[src/rtl/gray_wptr_gen_32.sv]
// gray_wptr_gen_32 -- write-side pointer generator for the pcs25g clock-crossing FIFOs.
// Keeps a binary write pointer and publishes it as a registered Gray code.
// Brings the read side's Gray pointer into clk through a flop chain.
// Derives full, level and overflow from the synchronised read pointer.
// full and level can lag the true occupancy, but they never under-report it.

module gray_wptr_gen_32 #(
    parameter int ADDR_W      = 4,
    parameter int SYNC_STAGES = 2
) (
    input  logic              clk,
    input  logic              reset,
    input  logic              inc,
    input  logic [ADDR_W:0]   rptr_gray_async,
    output logic [ADDR_W-1:0] waddr,
    output logic              wen,
    output logic [ADDR_W:0]   wptr_gray,
    output logic              full,
    output logic [ADDR_W:0]   level,
    output logic              ovf
);

    localparam int PTR_W = ADDR_W + 1;

    // Binary to Gray: adjacent binary values differ in exactly one Gray bit.
    function automatic logic [PTR_W-1:0] bin2gray(input logic [PTR_W-1:0] b);
        return b ^ (b >> 1);
    endfunction

    // Gray to binary: prefix XOR running down from the MSB.
    function automatic logic [PTR_W-1:0] gray2bin(input logic [PTR_W-1:0] g);
        logic [PTR_W-1:0] b;
        b[PTR_W-1] = g[PTR_W-1];
        for (int i = PTR_W - 2; i >= 0; i--) begin
            b[i] = b[i+1] ^ g[i];
        end
        return b;
    endfunction

    logic [PTR_W-1:0] wbin_r;
    logic [PTR_W-1:0] wptr_gray_r;
    logic             full_r;
    logic [PTR_W-1:0] level_r;
    logic             ovf_r;
    logic [PTR_W-1:0] sync_r [SYNC_STAGES];

    logic             push_ok_s;
    logic [PTR_W-1:0] wbin_next_s;
    logic [PTR_W-1:0] gray_next_s;
    logic [PTR_W-1:0] rptr_sync_s;
    logic [PTR_W-1:0] rbin_s;
    logic [PTR_W-1:0] full_match_s;

    // Accept rule, next pointer values and the Gray code of a pointer exactly half a ring ahead of the reader.
    always_comb begin
        push_ok_s    = inc & ~full_r;
        wbin_next_s  = wbin_r + {{(PTR_W-1){1'b0}}, push_ok_s};
        gray_next_s  = bin2gray(wbin_next_s);
        rptr_sync_s  = sync_r[SYNC_STAGES-1];
        rbin_s       = gray2bin(rptr_sync_s);
        full_match_s = {~rptr_sync_s[PTR_W-1], ~rptr_sync_s[PTR_W-2], rptr_sync_s[PTR_W-3:0]};
    end

    // Read pointer synchroniser chain; stage 0 is the only flop fed from the other clock domain.
    always_ff @(posedge clk or posedge reset) begin
        if (reset) begin
            for (int i = 0; i < SYNC_STAGES; i++) begin
                sync_r[i] <= {PTR_W{1'b0}};
            end
        end else begin
            sync_r[0] <= rptr_gray_async;
            for (int i = 1; i < SYNC_STAGES; i++) begin
                sync_r[i] <= sync_r[i-1];
            end
        end
    end

    // Write pointer, Gray output and status flags all update on the same edge.
    always_ff @(posedge clk or posedge reset) begin
        if (reset) begin
            wbin_r      <= {PTR_W{1'b0}};
            wptr_gray_r <= {PTR_W{1'b0}};
            full_r      <= 1'b0;
            level_r     <= {PTR_W{1'b0}};
            ovf_r       <= 1'b0;
        end else begin
            wbin_r      <= wbin_next_s;
            wptr_gray_r <= gray_next_s;
            full_r      <= (gray_next_s == full_match_s);
            level_r     <= wbin_next_s - rbin_s;
            ovf_r       <= inc & full_r;
        end
    end

    // wptr_gray is driven straight from its flop so the read domain never samples a glitch.
    assign wptr_gray = wptr_gray_r;
    assign waddr     = wbin_r[ADDR_W-1:0];
    assign wen       = push_ok_s;
    assign full      = full_r;
    assign level     = level_r;
    assign ovf       = ovf_r;

endmodule

[config.mk]
export PLATFORM = sky130hd
export DESIGN_NAME = gray_wptr_gen_32
export DESIGN_NICKNAME = d
export VERILOG_FILES = /design/src/rtl/gray_wptr_gen_32.sv
export SDC_FILE = /design/constraint.sdc
export NUM_CORES = 1
export LEC_CHECK = 0
export ABC_CLOCK_PERIOD_IN_PS = 2120
export CORE_MARGIN = 3
export CORE_UTILIZATION = 47
export CTS_BUF_LIST = sky130_fd_sc_hd__clkbuf_2 sky130_fd_sc_hd__clkbuf_4 sky130_fd_sc_hd__clkbuf_8
export CTS_CLUSTER_SIZE = 12
export DETAILED_ROUTE_END_ITERATION = 10
export GPL_TIMING_DRIVEN = 0
export PLACE_DENSITY = 0.83
export RECOVER_POWER = 25
export SKIP_LAST_GASP = 1
export SLEW_MARGIN = 30
export SYNTH_ARGS = -nofsm -noshare
export SYNTH_HDL_FRONTEND = slang
export SYNTH_SLANG_ARGS = --single-unit
[constraint.sdc]
create_clock -name clk -period 2.12 [get_ports clk]
set_input_delay 0.212 -clock clk [delete_from_list [all_inputs] [get_ports clk]]
set_output_delay 0.212 -clock clk [all_outputs]
set_load 0.02 [all_outputs]
Word-level counts from Yosys, hierarchy flattened
Index checks and enable logic that the tools add are counted.
{"block": "classes", "bitwise_logic": 10, "n_eq_ne": 1, "add_sub_neg": 2}
{"operator": "$add A5 B1 Y5", "count": 1}
{"operator": "$eq A5 B5 Y1", "count": 1}
{"operator": "$sub A5 B5 Y5", "count": 1}
{"operator": "$xor A5 B4 Y5", "count": 1}
{"operator": "$xor A1 B1 Y1", "count": 4}
{"operator": "$not A1 Y1", "count": 3}
{"operator": "$and A1 B1 Y1", "count": 2}
{"block": "totals", "out_inout_bits": 17, "elab_cells": 20, "ff_bits": 27, "input_bits": 8}

Logic depth before layout (Yosys ltp)
{"block": "logic_depth", "depth_word": 5, "depth_mapped": 10, "mapped_depth_nobuf": 10}

Worst setup path after synthesis
Ideal clock, no wire load.
{"block": "synth_path", "kind": "register to register", "startpoint": "register full_r, in the netlist full", "endpoint": "register level_r[4], in the netlist level[4]", "synth_period_minus_slack_ns": 2.445, "path_buffers": 1, "arrival_ns": 2.365, "setup_ns": 0.080, "path_stages_with_launch": 11, "t_required_ns": 2.040, "setup_slack_ns": -0.325, "path_cell_list": "dfrtp_1 nor2b_1 ha_1 ha_1 buf_6 xnor2_4 inv_1 ha_1 a21o_1 a21oi_1 xnor2_1"}
{"block": "synth_via", "elab_chain_cells": 4}
{"item": "from (decl)", "line": "42", "text": "logic full_r;"}
{"item": "from (signal assigned)", "line": "89", "text": "full_r <= (gray_next_s == full_match_s);"}
{"item": "$not A1 Y1", "line": "56", "text": "push_ok_s = inc & ~full_r;"}
{"item": "$and A1 B1 Y1", "line": "56"}
{"item": "via wen", "line": "16", "text": "output logic wen,"}
{"item": "$add A5 B1 Y5", "line": "57", "text": "wbin_next_s = wbin_r + {{(PTR_W-1){1'b0}}, push_ok_s};"}
{"item": "via wbin_next_s[2]", "line": "48", "text": "logic [PTR_W-1:0] wbin_next_s;"}
{"item": "$sub A5 B5 Y5", "line": "90", "text": "level_r <= wbin_next_s - rbin_s;"}
{"item": "to (signal assigned)", "line": "84", "text": "level_r <= {PTR_W{1'b0}};"}
{"item": "to (signal assigned)", "line": "90"}
{"item": "to (decl)", "line": "43", "text": "logic [PTR_W-1:0] level_r;"}
The timed path passes the listed nets, and every way through them passes these cells.

Worst setup path in the final report
{"block": "layout_path", "startpoint": "register sync_r, in the netlist rptr_sync_s[3]", "endpoint": "register level_r[4], in the netlist level[4]"}
{"block": "layout_via", "elab_chain_cells": 5}
{"item": "from (decl)", "line": "45", "text": "logic [PTR_W-1:0] sync_r [SYNC_STAGES];"}
{"item": "from (signal, indexed assignment)", "line": "68", "text": "sync_r[i] <= {PTR_W{1'b0}};"}
{"item": "from (signal, indexed assignment)", "line": "73", "text": "sync_r[i] <= sync_r[i-1];"}
{"item": "$xor A1 B1 Y1 *", "line": "35", "text": "b[i] = b[i+1] ^ g[i];"}
{"item": "$xor A1 B1 Y1 (3 in series)", "line": "35"}
{"item": "$sub A5 B5 Y5 *", "line": "90"}
Mark *: on every way between the ends. The rest lies on a longest branch, timed or not.

==> impl_metrics.toml <==
[yosys]
flops_latches_synth = 26
asyncSetResetFlopFracSynth_pct = 100
synth_top_family_by_area = "XOR/XNOR gates"
yosysUniqueCellTypes = 32
seq_area_frac_synth_pct = 51.8
yosysWarningCount = 0
synth_compound_gate_area_share_pct = 10.6
cell_area_after_synthesis_mm2 = 0.00126
postSynthCellCount = 93
syn-mean-instance-area_um2 = 13.5
synth_enable_flop_cells = 0
post_synth_and_or_nand_nor_area_fraction_pct = 4.68
synth_ff_type = "dfrtp_1"
yosys.area_share.adder_pct = 7.57
synth_fp_nets = 108
synthMuxAreaShare_pct = 1.59
synthXorXnorAreaFrac_pct = 18.4

[floorplan]
die_outline_height_um = 57.7
die-area_mm2 = 0.00333
fp_rows = 18
initial_core_util_pct = 50.3
die_width_um = 57.7
io-pin-count = 25
core_region_area_mm2 = 0.00250

[worst_setup_path]
worst_ep_required_time_ns = 2.37
setup.worst_path.class = "reg -> reg"
timing.critical_path.arrival_ns = 2.57
critical_path.reg2reg.endpoint = "level[4]"
r2r_start = "rptr_sync_s[3]"
critical_path_peak_fanout = 2
rrSetupSlack_ns = -0.20
timing.critical_path.to_type = "register"
reg2reg_depth = 10
startpoint_type = "register"

[cells_and_area]
fill_cell_instance_count_of_the_final_layout = 176
fin_nets = 145
insertedDiodeCount = 0
layout.cells.most_common_list = "dfrtp_1, clkdlybuf4s50_1, buf_4"
mostFrequentLayoutCell = "dfrtp_1"
post_route_cells_drive_above_1_share_pct = 31.3
number_of_standard_cells_in_the_layout_taps_in_and_fillers_out = 158
final_area_mm2 = 0.00172
areaGrowthSynthToFinish_pct = 36.8

[clock_tree]
cts_tree = "built"
tritoncts.num_buffers = 3
cts.reportedPaths.clkPinSlew_ns = 0.13
cts_htree_levels = 1
cts_hold_buf = 0
cts_sinks = 26
max-clock-path-buffers = 2
root_buffer = "clkbuf_4"
insertion_delay_ns = 0.33

[power_and_ir_drop]
power.ir.vdd_worst_uv = 1230
p_total_mw = 2.78
lkg_pwr_nw = 0.765
power_density_mw_per_mm2 = 1620

[grt]
grt_max_degree = 27
grt_overflow_total = 0
antenna_found_initial = 0
first_global_vias = 839
grt_usage_pct = 14.7
grt_pass1_wl_mm = 3.68

[placed_design]
placedCellCount = 147
port_buffers = 24
dp_hpwl_mm = 1.55
gpl.final_weighted_congestion = 0.743
placed_cell_area_mm2 = 0.00155

[worst_hold_path]
holdPathStages = 0
hold_path.class = "reg -> reg"
endpoint_of_the_worst_hold_timing_path = "rptr_sync_s[1]"
worst_hold_startpoint = "sync_r[6]"

[sta]
max_slew_violation_total_from_the_final_report = 0
fin_skew_ns = 0.00715
finalSetupViolations = 1
grt_setup_unrepaired = "true"
final_period_minus_worst_setup_slack_ns = 2.32
timing.final.ws_setup_ns = -0.201
fmax_mhz = 431
timing.max_slew.rel_slack_pct = 35.7
timing.final.crit_share_pct = 109
timing_hold_violations_final = 0
worst_pin_slew_ns = 0.963

[status]
violated_checks = "negative setup slack"
outcome = "finished with violations"

[drt]
drt_iter0_drc = 12
ant_nets = 0
viasPerCell = 5.11
detail_route.wl_per_cell_um = 14.2
drc = 0
drtPass1Iterations = 4
routed-via-count = 807
drt_wl_total_mm = 2.24

[flow_run]
drv_cap = 0
per-layer routing:
| layer | up-vias | track usage [%] | wire [µm] |
|---|---|---|---|
| li1 | 380 | - | - |
| met4 | 0 | 7.62 | 58 |
| met5 | - | 0 | 0 |
| met2 | 25 | 25.0 | 1140 |
| met1 | 395 | 17.3 | 921 |
| met3 | 7 | 3.12 | 117 |
cell usage after synthesis, types with 2 or more instances:
cell type / number / area, µm²
dfrtp_1: 26 / 651
a21o_1: 2 / 15.0
xnor2_1: 8 / 70.1
mux2i_1: 2 / 20.0
xor2_1: 6 / 52.6
buf_4: 2 / 15.0
nor2b_1: 2 / 12.5
nand2_1: 2 / 7.51
inv_1: 8 / 30.0
a21oi_1: 3 / 15.0
ha_1: 6 / 75.1
and2_1: 2 / 12.5
buf_6: 2 / 22.5
xnor2_2: 4 / 65.1
per-stage QoR:
step           utilization [%]  hold slack [ns]  TNS, ns  setup slack (ns)
2_1_floorplan                -            0.243   -0.111            -0.111
3_3_place_gp              62.0            0.333   -0.809            -0.339
3_5_place_dp              62.0            0.337    -1.08            -0.409
4_1_cts                   64.7            0.302   -0.158            -0.158
5_1_grt                   68.7            0.379   -0.367            -0.289
6_report                  68.7            0.360   -0.201            -0.201
registers in the layout, indices dropped and copies added (netlist names):
register,cells
level,5
rptr_sync_s,5
sync_r,5
wbin_r,5
wptr_gray,4
full,1
ovf,1
logic make-up (layout without fill, tap and decap cells):
| family | after synthesis | count (layout) |
|---|---|---|
| flip-flops | 26 | 26 |
| XOR/XNOR | 20 | 20 |
| AO/OA/AOI/OAI | 16 | 16 |
| buffers and inverters | 12 | 47 |
| AND/OR/NAND/NOR | 10 | 10 |
| adder cells (fa/ha/maj) | 7 | 7 |
| multiplexers | 2 | 2 |
how the worst max path moves through the flow:
stage                               from  endpoint  slack [ns]
after floorplan           rptr_sync_s[3]  level[4]       -0.11
after global routing      rptr_sync_s[3]  level[4]       -0.29
after detailed placement             inc  level[4]       -0.41
final                     rptr_sync_s[3]  level[4]       -0.20
after global placement               inc  level[4]       -0.34
after CTS                 rptr_sync_s[3]  level[4]       -0.16
what timing repair did:
action / CTS / global route
setup buffers: 4 / 4
pin swaps: 8 / 8
resized for setup: 3 / 11
setup endpoints to repair: 3 / 3
layout make-up:
class	instances	area, µm²	share of cell area, %
inverter	8	30.0	1.75
multi-input combinational	55	624	36.3
sequential	26	653	38.0
buffer	4	37.5	2.18
timing repair buffer	32	313	18.2
clock buffer	3	22.5	1.31
tap	30	37.5	2.18
critical path, cell delays in order (launching register included):
cell and delay [ns]:
dfrtp_2 0.47, xnor2_4 0.17, xnor2_2 0.26, xor2_2 0.19, xnor2_1 0.15, ha_2 0.20
inv_2 0.04, fa_2 0.34, a21o_1 0.17, a21oi_2 0.13, xnor2_1 0.13
where the power goes:
group	internal, mW	total [mW]	switching (mW)
Clock	0.0668	0.210	0.143
Sequential	0.670	0.757	0.0871
Combinational	0.926	1.82	0.890
Total	1.66	2.78	1.12
(Power assumes the default switching activity.)
